**config.mk**
```make
export PLATFORM = sky130hd
export DESIGN_NAME = keypad_entry_fsm
export DESIGN_NICKNAME = d
export VERILOG_FILES = /design/src/rtl/keypad_entry_fsm.sv
export SDC_FILE = /design/constraint.sdc
export NUM_CORES = 1
export LEC_CHECK = 0
export ABC_AREA = 1
export ABC_CLOCK_PERIOD_IN_PS = 1900
export CAP_MARGIN = 25
export CORE_MARGIN = 10
export CORE_UTILIZATION = 47
export DETAILED_ROUTE_END_ITERATION = 16
export GPL_ROUTABILITY_DRIVEN = 0
export GPL_TIMING_DRIVEN = 0
export PLACE_DENSITY = 0.7
export RECOVER_POWER = 50
export SYNTH_ARGS = -nofsm -noshare
export SYNTH_HDL_FRONTEND = slang
export SYNTH_SLANG_ARGS = --single-unit
```
**constraint.sdc**
```tcl
create_clock -name clk -period 1.9 [get_ports clk]
set_input_delay 0.19 -clock clk [delete_from_list [all_inputs] [get_ports clk]]
set_output_delay 0.19 -clock clk [all_outputs]
set_load 0.01 [all_outputs]
```
**src/rtl/keypad_entry_fsm.sv**
```systemverilog
// Calculator key-entry front end: builds two signed-BCD operands and an operator from
// one-cycle key events, and pulses calc_start when '=' moves entry into the result state.
module keypad_entry_fsm #(
  parameter int DIGITS = 3
) (
  input  logic                clk,
  input  logic                reset,
  input  logic                key_valid,
  input  logic [3:0]          key_code,
  output logic [1:0]          stateEncoder,
  output logic [4*DIGITS:0]   operand1,
  output logic [4*DIGITS:0]   operand2,
  output logic [1:0]          operator,
  output logic                calc_start,
  output logic                key_reject
);

  localparam int MW = 4 * DIGITS;
  localparam int W  = MW + 1;
  localparam int CW = $clog2(DIGITS + 1);

  // key_valid is a one-cycle strobe with no backpressure: every cycle it is high the key
  // is consumed, and a key that cannot be applied is flagged on key_reject one cycle later.
  typedef enum logic [1:0] {
    ST_A = 2'b01,
    ST_B = 2'b10,
    ST_C = 2'b11
  } state_t;

  state_t          state_q, state_d;
  logic [W-1:0]    op1_q, op1_d, op2_q, op2_d;
  logic [1:0]      opr_q, opr_d;
  logic [CW-1:0]   cnt_q, cnt_d;
  logic            start_q, start_d, rej_q, rej_d;

  logic [W-1:0]    cur, cur_d;
  logic [MW-1:0]   cur_mag, shifted;
  logic            cur_we;

  assign cur     = (state_q == ST_B) ? op2_q : op1_q;
  assign cur_mag = cur[MW-1:0];
  assign shifted = MW'({cur_mag, key_code});

  always_ff @(posedge clk or posedge reset) begin
    if (reset) begin
      state_q <= ST_A;
      op1_q   <= '0;
      op2_q   <= '0;
      opr_q   <= 2'b00;
      cnt_q   <= '0;
      start_q <= 1'b0;
      rej_q   <= 1'b0;
    end else begin
      state_q <= state_d;
      op1_q   <= op1_d;
      op2_q   <= op2_d;
      opr_q   <= opr_d;
      cnt_q   <= cnt_d;
      start_q <= start_d;
      rej_q   <= rej_d;
    end
  end

  always_comb begin
    state_d = state_q;
    op1_d   = op1_q;
    op2_d   = op2_q;
    opr_d   = opr_q;
    cnt_d   = cnt_q;
    start_d = 1'b0;
    rej_d   = 1'b0;
    cur_d   = cur;
    cur_we  = 1'b0;
    if (key_valid) begin
      if (key_code <= 4'd9) begin
        if (state_q == ST_C) begin
          op1_d   = W'(key_code);
          op2_d   = '0;
          opr_d   = 2'b00;
          cnt_d   = (key_code != 4'd0) ? CW'(1) : '0;
          state_d = ST_A;
        end else if (!(cur_mag == '0 && key_code == 4'd0)) begin
          // Leading zeros are swallowed so the digit count tracks significant digits only.
          if (cnt_q == CW'(DIGITS)) begin
            rej_d = 1'b1;
          end else begin
            cur_d  = {cur[W-1], shifted};
            cur_we = 1'b1;
            cnt_d  = cnt_q + 1'b1;
          end
        end
      end else begin
        case (key_code)
          4'hA, 4'hB, 4'hC: begin
            if (state_q == ST_C) begin
              rej_d = 1'b1;
            end else begin
              opr_d = 2'(key_code - 4'd9);
              if (state_q == ST_A) begin
                op2_d   = '0;
                cnt_d   = '0;
                state_d = ST_B;
              end
            end
          end
          4'hE: begin
            if (state_q == ST_C || cur_mag == '0) begin
              rej_d = 1'b1;
            end else begin
              cur_d  = {~cur[W-1], cur_mag};
              cur_we = 1'b1;
            end
          end
          4'hD: begin
            if (state_q == ST_B) begin
              state_d = ST_C;
              start_d = 1'b1;
            end else begin
              rej_d = 1'b1;
            end
          end
          4'hF: begin
            op1_d   = '0;
            op2_d   = '0;
            opr_d   = 2'b00;
            cnt_d   = '0;
            state_d = ST_A;
          end
          default: begin
          end
        endcase
      end
    end
    if (cur_we) begin
      if (state_q == ST_B) op2_d = cur_d;
      else                 op1_d = cur_d;
    end
  end

  always_comb begin
    stateEncoder = state_q;
    operand1     = op1_q;
    operand2     = op2_q;
    operator     = opr_q;
    calc_start   = start_q;
    key_reject   = rej_q;
  end

endmodule

```
==> out/metrics.csv <==
stage;metric;value;unit
run_status;outcome;complete, but fails checks;
run_status;violations;negative setup slack;
layout;diodes;0;
worst_setup_path;startpoint_type;register;
layout;final_cell_mix;182 x nand2_1, 56 x nand3_1, 53 x inv_1;
place;numPortBuffers;37;
worst_setup_path;slowest_stage;dfstp_2;
sta;fin_crit;2.05;ns
die;rows;27;
place;placed_cells;581;
layout;layout_commonest_cell;nand2_1;
global_routing;grt_util_all_layers;0.198;
sta;fmax;487;MHz
sta;layout_setup_ws;-0.153;ns
synth;synth_area;2690;µm²
clock_network;clk_pin_slew;0.07;ns
die;fp.coreArea;5540;µm²
layout;nets;557;
synth;ys_warn_count;0;
die;start_util;0.486;
clock_network;cts-root-buf;clkbuf_8;
global_routing;grt_pass1_wl;14400;µm
route;drc;0;
global_routing;grt_max_degree;19;
worst_hold_path;hold_path.startpoint;key_valid;
worst_setup_path;crit_chain;inv_2, nand2_4, buf_8, nand2_4, nand2_2, nand2_2, nor2_4, nand4_1, nand3_2, nand2_4, nand2_4, buf_8, nand2_2, nand2_1;
sta;setup-violations-final;28;
place;dp_worst_setup_slack;-0.698;ns
sta;slew_viol_final;0;
route;vias_per_cell;5.37;
place;dp.final_hpwl;6250;µm
die;die_width;95.7;µm
synth;synth_fp_nets;479;
worst_hold_path;hold_class;input pin to register;
die;top_level_ports;39;
route;dr.pass1.iters;5;
worst_setup_path;timing.rr.start;stateEncoder[0];
die;die_h;95.7;µm
clock_network;htreeDepth;2;
power;p_leak;0.00213;µW
layout;utilization;0.699;
synth;synthTopCellsByArea;nand2_1 32%, dfrtp_1 31%, nand3_1 12%;
worst_setup_path;cpMostUsedCell;nand2_4;
global_routing;antenna_found_initial;0;
sta;min_period_over_period;1.08;
worst_setup_path;crit_arrival;2.28;ns
route;drt_iter0_markers;350;
route;wire_per_inst;15.3;µm
route;detail-route-antenna-nets;0;
synth;synth.largest_area_cell;nand2_1;
die;dieArea;9150;µm²
worst_setup_path;slowest_delay;0.55;ns
sta;rsz0062_at_grt;yes;
sta;worst_pin_slew;0.803;ns
worst_setup_path;critPathRequiredTime;2.13;ns
clock_network;tritoncts;done;
sta;skew;0.00555;ns
worst_setup_path;cp_top_family;simple AND/OR/NAND/NOR gates;
layout;drive_gt1_frac;0.231;
sta;hold_ws;0.372;ns
job;drv_cap;0;
route;via_count;3335;
clock_network;ctsLongestPathBuffers;2;
worst_hold_path;holdPathEnd;operand2[0];
sta;slew_headroom;0.465;
sta;hold_viol_final;0;
layout;final_cells;621;
worst_setup_path;reg2reg_setup_slack;-0.15;ns
global_routing;overflow;0;
clock_network;cts_sinks;34;
global_routing;grt_pass1_vias;2906;
synth;synth_top_area_frac;0.315;
synth;ys_seq_area_frac;0.317;
worst_setup_path;path_max_fanout;6;
worst_setup_path;cp_num_buf_inv;3;
worst_setup_path;reg2reg_depth;14;
synth;ys_seq_elements;34;
synth;syn-instance-count;471;
power;cellPowerDensity;1470;nW/µm²
clock_network;cts_buffers;5;
layout;syn_to_final_growth;44.0;%
route;wirelength;9470;µm
synth;yosys.cell_types.count;25;
worst_setup_path;cp-end-kind;register;
synth;syn_area_per_cell;5.71;µm²
worst_hold_path;hold_depth;5;
worst_setup_path;worstSetupPathType;register to register;
power;vdd_ir_drop_max;676;µV
clock_network;worstSkewPairLatency;0.29;ns
worst_setup_path;rr_endpoint;operand2[4];
-- worst min-delay path: cells and delay by family --
family / cells / cell delay, ns
buffers and inverters: 1 / 0.16
and+or+nand+nor: 4 / 0.28
-- report_power, final --
| part | switching (µW) | internal, µW | leakage (µW) |
|---|---|---|---|
| registers | 127 | 937 | 0.000458 |
| clock network | 275 | 246 | 0.0000438 |
| logic | 2460 | 1660 | 0.00163 |
| total | 2860 | 2850 | 0.00213 |
-- kinds of logic (layout without fill, tap and decap cells) --
group | Yosys count | after routing | share of synthesized area
flops | 34 | 34 | 0.317
buf+inv | 79 | 157 | 0.120
simple gates | 342 | 342 | 0.528
compound gates | 15 | 15 | 0.0312
fa+ha+maj | 1 | 1 | 0.00465
-- sequential cells by signal, summed over array words and instances, names as in the netlist --
signal,cells
calc_start,1
cnt_q,2
key_reject,1
operand1,13
operand2,13
operator,2
stateEncoder,2
-- layer usage --
layer	wire length (µm)	global-route usage
met5	0	0
met4	308	0.0627
met3	1010	0.0377
met2	4230	0.299
met1	3920	0.277
-- per-stage QoR --
step | total power [µW] | area, µm² | TNS, ns
3_3_place_gp | 3870 | 3150 | -16.83
6_report | 5710 | 3870 | -3.24
3_5_place_dp | 3920 | 3180 | -16.71
4_1_cts | 5050 | 3570 | -1.80
2_1_floorplan | 2960 | 2690 | 0
5_1_grt | 6120 | 3870 | -6.15
-- worst max-delay path by stage --
stage,startpoint,endpoint,slack [ns],depth (start not counted)
2_1_floorplan,stateEncoder[0],operand2[10],0.02,13
3_3_place_gp,key_code[2],operand2[6],-0.69,10
3_5_place_dp,key_code[2],operand2[8],-0.70,10
4_1_cts,stateEncoder[0],operand2[8],-0.09,14
5_1_grt,stateEncoder[0],operand2[3],-0.23,14
6_report,stateEncoder[0],operand2[4],-0.15,14
-- cell usage after synthesis --
library cell,count
buf_6,2
nand4_1,2
dfstp_2,1
nand2_1,226
nor2_1,32
nand2_2,2
inv_2,1
nor3_1,8
ha_1,1
nand3b_1,2
o21ai_2,1
buf_2,8
inv_1,56
nand2_4,1
buf_1,4
nor2_2,2
nand3_1,63
dfrtp_1,33
clkinv_1,1
clkbuf_1,7
a21oi_1,2
nor4_1,2
o21ai_0,8
nand3_2,2
o22ai_1,4
-- layout make-up --
type / instances / area, µm²
Fill cell: 475 / 1670
Sequential cell: 34 / 853
Clock buffer: 5 / 68.8
Buffer: 21 / 159
Timing Repair Buffer: 71 / 641
Inverter: 58 / 218
Tap cell: 72 / 90.1
Clock inverter: 2 / 10.0
Multi-Input combinational cell: 358 / 1830
-- timing repair --
item,in CTS,in global routing
gates cloned,2,1
resized for setup,60,63
buffers inserted,18,12
hold buffers,0,0
pin swaps,15,20
setup endpoints to repair,31,31
Note: power is estimated with default switching activity, not from simulation.
